[src/rtl/dds_tone_meter.sv]
// dds_tone_meter: measures period and peak codes of a sampled tone using hysteretic rising mid-scale crossings
module dds_tone_meter #(
   parameter int ADC_N = 10,
   parameter int HYST  = 8,
   parameter int CNT_W = 16
) (
   input  logic             clk,
   input  logic             rst,
   input  logic [ADC_N-1:0] adc_in,
   input  logic             adc_valid,
   output logic [CNT_W-1:0] period_out,
   output logic [ADC_N-1:0] pk_max,
   output logic [ADC_N-1:0] pk_min,
   output logic             meas_valid,
   output logic             no_signal
);
   localparam int MID = 1 << (ADC_N - 1);
   localparam int TOP = (1 << ADC_N) - 1;
   localparam logic [ADC_N-1:0] TH_HI = ADC_N'((MID + HYST > TOP) ? TOP : MID + HYST);
   localparam logic [ADC_N-1:0] TH_LO = ADC_N'((MID - HYST < 0) ? 0 : MID - HYST);
   typedef enum logic [1:0] {UNSYNC, LOW_WAIT, HIGH, LOW} state_t;
   state_t           state, state_n;
   logic [CNT_W-1:0] cnt, cnt_n, cnt_inc;
   logic [ADC_N-1:0] trk_max, trk_min, max_n, min_n;
   logic             hi, lo, rise, tmo;
   assign hi      = adc_in >= TH_HI;
   assign lo      = adc_in <= TH_LO;
   assign cnt_inc = cnt + CNT_W'(1);
   always_comb begin
      state_n = state;
      cnt_n   = cnt;
      max_n   = trk_max;
      min_n   = trk_min;
      rise    = 1'b0;
      tmo     = 1'b0;
      if (adc_valid) begin
         case (state)
            UNSYNC:   state_n = lo ? LOW_WAIT : UNSYNC;
            LOW_WAIT: if (hi) begin
               state_n = HIGH;
               cnt_n   = CNT_W'(1);
               max_n   = adc_in;
               min_n   = adc_in;
            end
            default: if (state == LOW && hi) begin
               rise    = 1'b1;
               state_n = HIGH;
               cnt_n   = CNT_W'(1);
               max_n   = adc_in;
               min_n   = adc_in;
            end else if (cnt_inc == '1) begin
               // lost lock: too long without a rising crossing
               tmo     = 1'b1;
               state_n = UNSYNC;
               cnt_n   = '0;
            end else begin
               state_n = (state == HIGH && lo) ? LOW : state;
               cnt_n   = cnt_inc;
               max_n   = (adc_in > trk_max) ? adc_in : trk_max;
               min_n   = (adc_in < trk_min) ? adc_in : trk_min;
            end
         endcase
      end
   end
   always_ff @(posedge clk) begin
      if (rst) begin
         state      <= UNSYNC;
         cnt        <= '0;
         trk_max    <= '0;
         trk_min    <= '0;
         period_out <= '0;
         pk_max     <= '0;
         pk_min     <= '0;
         meas_valid <= 1'b0;
         no_signal  <= 1'b1;
      end else begin
         state      <= state_n;
         cnt        <= cnt_n;
         trk_max    <= max_n;
         trk_min    <= min_n;
         meas_valid <= rise;
         if (rise) begin
            period_out <= cnt;
            pk_max     <= trk_max;
            pk_min     <= trk_min;
            no_signal  <= 1'b0;
         end else if (tmo) begin
            no_signal  <= 1'b1;
         end
      end
   end
endmodule

[config.mk]
export PLATFORM = sky130hd
export DESIGN_NAME = dds_tone_meter
export DESIGN_NICKNAME = d
export VERILOG_FILES = /design/src/rtl/dds_tone_meter.sv
export SDC_FILE = /design/constraint.sdc
export NUM_CORES = 1
export LEC_CHECK = 0
export BUFFER_PORTS_ARGS = -buffer_cell sky130_fd_sc_hd__buf_2
export CORE_MARGIN = 3
export CORE_UTILIZATION = 50
export DETAILED_ROUTE_END_ITERATION = 8
export GPL_ROUTABILITY_DRIVEN = 0
export PLACE_DENSITY = 0.76
export SYNTH_ARGS = -nofsm -noshare
export SYNTH_HDL_FRONTEND = slang
export SYNTH_SLANG_ARGS = --single-unit
[constraint.sdc]
create_clock -name clk -period 4.2 [get_ports clk]
set_clock_uncertainty 0.05 [all_clocks]
set_input_delay 0.84 -clock clk [delete_from_list [all_inputs] [get_ports clk]]
set_output_delay 0.84 -clock clk [all_outputs]
set_load 0.01 [all_outputs]
; After elaboration in Yosys (flattened, before gate mapping)
; Index checks and enable logic that the tools add are counted.
[totals]
input_bits = 13
latchBits = 0
ram_bits = 0
mem_count = 0
out_inout_bits = 38
word_cells = 61
reg_bits = 76
romBits = 0
[classes]
reduce_logical = 12
n_shift = 0
n_eq_ne = 6
order_cmp = 4
bitwise = 1
add_sub_neg = 1
div_mod_pow = 0
mux = 28
mul = 0
[ops]
columns = cell, count
row1 = 10-bit two-way mux, 7
row2 = 16-bit two-way mux, 3
row3 = 10-bit one-hot mux with 2 select lines, 2
row4 = 16-bit one-hot mux with 2 select lines, 1
row5 = "16-bit by 1-bit adder with 16-bit output, second input constant", 1
row6 = "16-bit equality test, second input constant", 1
row7 = "10-bit >= comparator, second input constant", 1
row8 = 10-bit greater-than comparator, 1
row9 = "10-bit by 9-bit <= comparator with 1-bit output, second input constant", 1
row10 = 10-bit < comparator, 1
row11 = 1-bit two-way mux, 10
row12 = 5-bit AND reduction, 2
row13 = 2-bit two-way mux, 4
row14 = 3-bit AND reduction, 2
row15 = 3-bit nonzero test, 2
row16 = 5-bit nonzero test, 1
row17 = "2-bit equality test, second input constant", 2
row18 = 2-bit one-hot mux with 2 select lines, 1
row19 = "3-bit by 2-bit inequality test with 1-bit output, second input constant", 1
row20 = "2-bit by 1-bit equality test with 1-bit output, second input constant", 1
row21 = 1-bit logical AND, 2
row22 = 2-bit zero test, 1
row23 = "2-bit inequality test, second input constant", 1
row24 = 2-bit nonzero test, 1
row25 = 2 further kinds, 2

; Longest topological paths before layout
; Gate-level depths: netlist of run 1.
[depth]
ltp_word = 8
ltp_mapped = 11
ltp_nobuf = 8

; Worst setup path before layout of run 1
; Ideal clock, no wire load.
[synth_timing]
path_type = input to register
from = in adc_in[7]
to = reg trk_min[0]
setup_ps = 72
n_path_buf = 1
path_slack_ps = 1468
cell_stages = 7
required_time_ps = 4078
arrival_time_ps = 2611
cell_sequence = or4_1 -> o311a_1 -> o21ai_2 -> a211oi_1 -> a31oi_2 -> buf_6 -> mux2i_1
[synth_between]
elab_chain_cells = 4
[synth_lines]
columns = item, line_no
row1 = from (decl), 9  ; input logic [ADC_N-1:0] adc_in,
row2 = 10-bit >= comparator, 26  ; assign hi = adc_in >= TH_HI;
row3 = 1-bit logical AND, 45  ; default: if (state == LOW && hi) begin
row4 = 3-bit by 2-bit inequality test with 1-bit output (no line) (tied with other cells), --
row5 = 5-bit AND reduction (no line) or 10-bit one-hot mux with 2 select lines (tied branches), --
row6 = to (signal assigned), 80  ; trk_min <= min_n;
row7 = to (decl), 24  ; logic [ADC_N-1:0] trk_max, trk_min, max_n, min_n;
; Several ways; a longest one is shown, not always the timed one.
; A chain may end at the register's enable or synchronous reset.

; Worst setup path after layout of run 1
[layout_timing]
from = reg cnt[1]
to = reg trk_max[8]
[layout_between]
elab_chain_cells = 4
[layout_lines]
columns = item, line_no
row1 = from (decl), 23  ; logic [CNT_W-1:0] cnt, cnt_n, cnt_inc;
row2 = from (signal assigned), 78  ; cnt <= cnt_n;
row3 = 16-bit by 1-bit adder with 16-bit output, 28  ; assign cnt_inc = cnt + CNT_W'(1);
row4 = 16-bit equality test, 51  ; end else if (cnt_inc == '1) begin
row5 = 3-bit by 2-bit inequality test with 1-bit output (no line), --
row6 = 5-bit AND reduction (no line), --
row7 = to (signal assigned), 79  ; trk_max <= max_n;
row8 = to (decl), 24
; Every way passes these cells.

==> impl_metrics.env, run 1 <==
export IMPL_crit_path_max_fanout=10
export IMPL_drtPass1Iterations=5
export IMPL_grt_pass1_vias=3000
export IMPL_rr_endpoint="trk_max[8]"
export IMPL_grt_max_degree=61
export IMPL_worst_pin_slew_ns=0.983
export IMPL_netlist_area_um2=3770
export IMPL_postRouteAntennaNets=0
export IMPL_drcViolationCount=0
export IMPL_post_route_min_period_ns=3.12
export IMPL_clock_fmax_ghz=0.321
export IMPL_synth_top_area_share_pct=40.3
export IMPL_worst_ep_required_time_ns=4.42
export IMPL_worstHoldStart="period_out[6]"
export IMPL_fp_dieH_um=92.9
export IMPL_multiInputGateArea_um2=2030
export IMPL_leakage_uw=0.00170
export IMPL_start_util_pct=51.7
export IMPL_path_cells="ha_1 > nand4_1 > o31a_1 > a211o_1 > or3_1 > a31oi_4 > mux2i_1"
export IMPL_area_delta_synth_final_pct=12.6
export IMPL_peakVddDrop_mv=0.174
export IMPL_slew_headroom_pct=33.9
export IMPL_reg2reg_setup_slack_ns=1.08
export IMPL_cts_path_max_buffers=2
export IMPL_final_util_pct=58.3
export IMPL_n_fill_cell=693
export IMPL_std_cell_rows=31
export IMPL_die_area_um2=8620
export IMPL_start_kind="flop"
export IMPL_synthCells=461
export IMPL_reg2reg_depth=7
export IMPL_htreeDepth=3
export IMPL_core_area_um2=7290
export IMPL_hold_violations=0
export IMPL_path_class="reg -> reg"
export IMPL_crit_arrival_ns=3.34
export IMPL_diodes=0
export IMPL_io_pins=51
export IMPL_hold_buffers=0
export IMPL_power_density_nw_per_um2=335
export IMPL_grt_setup_unrepaired="false"
export IMPL_dr_total_vias=3295
export IMPL_regArea_um2=1520
export IMPL_drv_slew=0
export IMPL_drive_above_1_share_pct=14.5
export IMPL_critical_path_slowest_cell="or3_1"
export IMPL_clock_sinks=76
export IMPL_cts_buffers=9
export IMPL_drv_cap=0
export IMPL_placed_cells=588
export IMPL_track_usage_pct=21.1
export IMPL_reg2reg_from="cnt[1]"
export IMPL_crit_path_end_kind="flop"
export IMPL_clk_pin_slew_ns=0.08
export IMPL_synthDistinctLibCells=49
export IMPL_syn_num_nets=495
export IMPL_cts_root_buf="clkbuf_8"
export IMPL_hpwlAfterDp_um=6160
export IMPL_finalWorstSetupSlack_ns=1.08
export IMPL_status="complete, no violations"
export IMPL_cts_resized=0
export IMPL_fin_area_um2=4250
export IMPL_wirelength_um=8590
export IMPL_hold_path_class="reg -> reg"
export IMPL_cts_setup_buffers=0
export IMPL_clk_latency_ns=0.35
export IMPL_drtIter0Drc=202
export IMPL_synth_most_common_cell="nand2_1"
export IMPL_wl_per_cell_um=14.3
export IMPL_dp_slack_ns=0.980
export IMPL_layout_nets=534
export IMPL_seq_area_frac_synth_pct=40.3
export IMPL_synth_ff_type="dfxtp_1"
export IMPL_async_flop_share_pct=0
export IMPL_port_buffers=50
export IMPL_critPathLaunch="cnt[1]"
export IMPL_synth_edf_count=0
export IMPL_antenna_found_initial=0
export IMPL_viasPerCell=5.47
export IMPL_cts_tree="done"
export IMPL_finalCritPeriodShare_pct=74.2
export IMPL_grt_overflow=0
export IMPL_yosysWarnings=0
export IMPL_grt_pass1_wl_um=14400
export IMPL_synth_seq_cells=76
export IMPL_synth_largest_area_cell="dfxtp_1"
export IMPL_tns_ns=0
export IMPL_layoutNonFillerInstCount=602
export IMPL_postPlaceCellArea_um2=4050
export IMPL_die_x_um=92.9
export IMPL_finalSetupViolations=0
export IMPL_endpoint="trk_max[8]"
export IMPL_synth_avg_cell_area_um2=8.18
export IMPL_critPathMaxStageDelay_ns=0.56
export IMPL_synthTopCellsByCount="93 x nand2_1, 76 x dfxtp_1, 44 x a21oi_1"
export IMPL_synthTopCellsByArea="dfxtp_1 40%, nand2_1 9.3%, ha_1 7.0%"
## area by class of cell
cell class / count / share of cell area, %
clock buffer: 9 / 2.92
clock inverter: 5 / 1.86
inverter: 22 / 1.94
multi-input combinational: 336 / 47.8
sequential: 76 / 35.8
tap: 99 / 2.92
timing repair buffer: 55 / 6.77
## worst min path at each step
stage          cells past startpoint             to  slack (ns)
6_report                           2  period_out[6]        0.40
2_1_floorplan                      2      pk_max[1]        0.40
3_3_place_gp                       2      pk_min[9]        0.39
5_1_grt                            2      pk_min[4]        0.42
4_1_cts                            2  period_out[6]        0.40
3_5_place_dp                       2  period_out[6]        0.39
## state kept, by name, indices dropped and copies added (netlist names)
signal / flops
cnt: 16
period_out: 16
pk_max: 10
pk_min: 10
trk_max: 10
trk_min: 10
state: 2
meas_valid: 1
no_signal: 1
## metal layers
metal / GRT usage (%) / wire length [µm] / up-vias / part of all wire [%]
li1: - / - / 1672 / -
met1: 28.7 / 4120 / 1506 / 48
met2: 32.1 / 3750 / 104 / 44
met3: 5.44 / 602 / 13 / 7.0
met4: 7.57 / 114 / 0 / 1.3
met5: 0 / 0 / - / 0
## layout by cell type, fill, tap and decap left out, drive strengths merged, types with 9 or more instances in the layout
| cell | instances |
|---|---|
| nand2 | 93 |
| dfxtp | 76 |
| clkbuf | 9 |
| nor2 | 13 |
| nand2b | 34 |
| inv | 22 |
| nand3 | 9 |
| buf | 55 |
| nor3 | 10 |
| nand4 | 10 |
| o21ai | 17 |
| ha | 21 |
| or3 | 11 |
| a21oi | 44 |
| mux2i | 20 |
## power breakdown
part	switching (µW)	total [µW]	internal [µW]
registers	9.58	738	729
logic	59.5	101	41.2
clock network	258	584	327
## logic make-up (layout without fill, tap and decap cells)
logic type,Yosys count,after routing,share of synthesized area [%]
fa+ha+maj,21,21,6.97
flops,76,76,40.3
xor+xnor,1,1,0.232
simple gates,205,205,27.1
buf+inv,49,91,5.84
compound gates,89,89,14.3
mux,20,20,5.31
## metrics by stage
stage / total power (µW) / hold slack (ns)
2_1_floorplan: 823 / 0.395
6_report: 1420 / 0.401
3_3_place_gp: 850 / 0.389
4_1_cts: 1440 / 0.405
3_5_place_dp: 854 / 0.394
5_1_grt: 1480 / 0.415
## critical path: cells and delay by family, from the launching register on
kind            cells  cell delay (ns)
simple gates        2             0.73
fa+ha+maj           1             0.31
flops               1             0.54
compound gates      3             1.13
mux                 1             0.27
Note: power is estimated with default switching activity, not from simulation.
==> inputs of run 2 (changes only) <==
Settings changed: ABC_AREA set to 1.
Clock period 4.2 ns to 3.1 ns, I/O delays scaled along.
==> run 2 against run 1 <==
Effect of this change: non-clock buffer count decreased by 2; final area is 3.2% higher; global-route usage increased by 0.39 points; register-to-register slack worse by 0.47 ns; combinational power grew 78%; die area increased by 3.3%; largest power group unchanged.
==> impl_metrics.env, run 2 <==
export IMPL_status="complete, no violations"
export IMPL_cts_buffers=9
export IMPL_busiest_layer="met2"
export IMPL_holdPathStages=2
export IMPL_clkPwrFrac_pct=41.0
export IMPL_start_util_pct=52.7
export IMPL_cts_setup_buffers=0
export IMPL_synthCells=584
export IMPL_comb_power_share_pct=9.0
export IMPL_viasPerCell=5.08
export IMPL_cts_resized=0
export IMPL_cts_path_max_buffers=2
export IMPL_dr_total_vias=3711
export IMPL_drive_above_1_share_pct=12.8
export IMPL_grt_use_met3_pct=3.11
export IMPL_antenna_found_initial=0
export IMPL_track_usage_pct=21.4
export IMPL_critPathMaxStageDelay_ns=0.45
export IMPL_path_cells="ha_1 > nand2_1 > nor2_4 > nand2_1 > o21bai_1 > nand2_1 > clkinv_1 > nand3_1 > nor2_2 > nand3_2 > nand3_2 > nand2_1 > nand2_1 > nor2_1"
export IMPL_postRouteAntennaNets=0
export IMPL_synth_most_common_cell="nand2_1"
export IMPL_drtIter0Drc=263
export IMPL_synth_ff_type="dfxtp_1"
export IMPL_post_route_min_period_ns=2.48
export IMPL_cts_root_buf="clkbuf_8"
export IMPL_layout_nets=660
export IMPL_grt_pass1_vias=3384
export IMPL_rr_endpoint="trk_max[6]"
export IMPL_worst_ep_required_time_ns=3.29
export IMPL_clock_fmax_ghz=0.403
export IMPL_critical_path_slowest_cell="dfxtp_1"
export IMPL_hpwlAfterDp_um=6410
export IMPL_synth_largest_area_cell="dfxtp_1"
export IMPL_finalSetupViolations=0
export IMPL_worst_pin_slew_ns=0.767
export IMPL_crit_path_end_kind="flop"
export IMPL_port_buffers=50
export IMPL_drcViolationCount=0
export IMPL_drtPass1Iterations=5
export IMPL_met2_usage_pct=33.2
export IMPL_io_pins=51
export IMPL_clk_pin_slew_ns=0.07
export IMPL_std_cell_rows=31
export IMPL_slew_headroom_pct=48.6
export IMPL_crit_path_max_fanout=20
export IMPL_reg2reg_setup_slack_ns=0.62
export IMPL_netlist_area_um2=3900
export IMPL_reg2reg_depth=14
export IMPL_hold_end="period_out[14]"
export IMPL_p_int_uw=1510
export IMPL_tns_ns=0
export IMPL_hold_path_class="reg -> reg"
export IMPL_async_flop_share_pct=0
export IMPL_hold_buffers=0
export IMPL_largestRegisters="cnt: 16 flops, period_out: 16 flops"
export IMPL_synth_avg_cell_area_um2=6.68
export IMPL_finalCritPeriodShare_pct=80.1
export IMPL_p_switching_uw=494
export IMPL_fp_dieH_um=94.4
export IMPL_reg2reg_from="cnt[1]"
export IMPL_leakage_uw=0.00195
export IMPL_wirelength_um=9070
export IMPL_drv_cap=0
export IMPL_die_x_um=94.4
export IMPL_grt_setup_unrepaired="false"
export IMPL_grt_max_degree=50
export IMPL_synthTopCellsByArea="dfxtp_1 39%, nand2_1 14%, nor2_1 13%"
export IMPL_crit_arrival_ns=2.67
export IMPL_wl_per_cell_um=12.4
export IMPL_layoutNonFillerInstCount=730
export IMPL_yosysWarnings=0
export IMPL_htreeDepth=3
export IMPL_synth_seq_cells=76
export IMPL_diodes=0
export IMPL_grt_overflow=0
export IMPL_synthTopCellsByCount="146 x nand2_1, 130 x nor2_1, 76 x dfxtp_1"
export IMPL_grt_pass1_wl_um=15200
export IMPL_placed_cells=714
export IMPL_die_area_um2=8900
export IMPL_syn_num_nets=618
export IMPL_hold_ws_ns=0.390
export IMPL_dp_slack_ns=0.437
export IMPL_cts_tree="done"
export IMPL_clock_sinks=76
export IMPL_mostFrequentLayoutCells="146 x nand2_1, 130 x nor2_1, 76 x dfxtp_1"
export IMPL_synth_top_area_share_pct=39.0
export IMPL_start_kind="flop"
export IMPL_drv_slew=0
export IMPL_path_class="reg -> reg"
export IMPL_worstHoldStart="period_out[14]"
export IMPL_hold_violations=0
export IMPL_area_delta_synth_final_pct=12.3
export IMPL_seq_area_frac_synth_pct=39.0
export IMPL_critPathLaunch="cnt[1]"
export IMPL_seq_power_share_pct=50.0
export IMPL_power_density_nw_per_um2=457
export IMPL_cpMostUsedCell="nand2_1"
export IMPL_peakVddDrop_mv=0.314
export IMPL_core_area_um2=7410
export IMPL_synthDistinctLibCells=30
export IMPL_synth_edf_count=0
export IMPL_swShare_pct=24.7
export IMPL_use_met1_pct=30.1
export IMPL_finalWorstSetupSlack_ns=0.616
export IMPL_clk_latency_ns=0.35
export IMPL_final_common_cell="nand2_1"
[run 2: power groups by stage]
stage	Clock (µW)	Sequential, µW	Combinational (µW)
floorplan	0	1020	133
global placement	0	1020	168
detailed placement	0	1020	176
CTS	835	1000	179
global route	880	1000	208
finish	821	1000	180
[run 2: how the worst max path moves through the flow]
stage	end	slack [ns]	cells past startpoint
after global placement	trk_min[7]	0.52	10
after detailed placement	trk_min[6]	0.44	11
final	trk_max[6]	0.62	14
after CTS	trk_min[6]	0.64	14
after floorplan	cnt[12]	1.07	10
after global routing	trk_min[6]	0.34	14
[run 2: kinds of logic (layout without fill, tap and decap cells)]
logic type | count (synthesis) | count (layout) | synth area share [%]
AOI/OAI and AO/OA | 87 | 87 | 11.8
adders and majority gates | 21 | 21 | 6.73
buffers and inverters | 85 | 132 | 9.68
DFF | 76 | 76 | 39.0
and+or+nand+nor | 315 | 315 | 32.8
[run 2: critical path, delay by kind of cell (launching register included)]
family          cells  cell delay (ns)
compound gates      1             0.15
fa+ha+maj           1             0.26
buf+inv             1             0.09
flops               1             0.45
simple gates       11             1.38
[run 2: layer usage]
metal / wire length, µm / vias up
li1: - / 1928
met3: 456 / 13
met4: 152 / 0
met1: 4540 / 1666
met2: 3920 / 104
met5: 0 / -
[run 2: final cells by class]
class | instances | area, µm²
Timing Repair Buffer | 53 | 273
Clock buffer | 13 | 179
Sequential cell | 76 | 1520
Fill cell | 693 | 3020
Multi-Input combinational cell | 423 | 2010
Inverter | 63 | 236
Tap cell | 99 | 124
Clock inverter | 3 | 42.5
[run 2: through the flow]
stage               util (%)  area (µm²)  total power [µW]
CTS                     59.2        4390              2020
detailed placement      56.2        4160              1200
floorplan                  -        3900              1160
global placement        56.2        4160              1190
global route            59.2        4390              2090
finish                  59.2        4390              2000
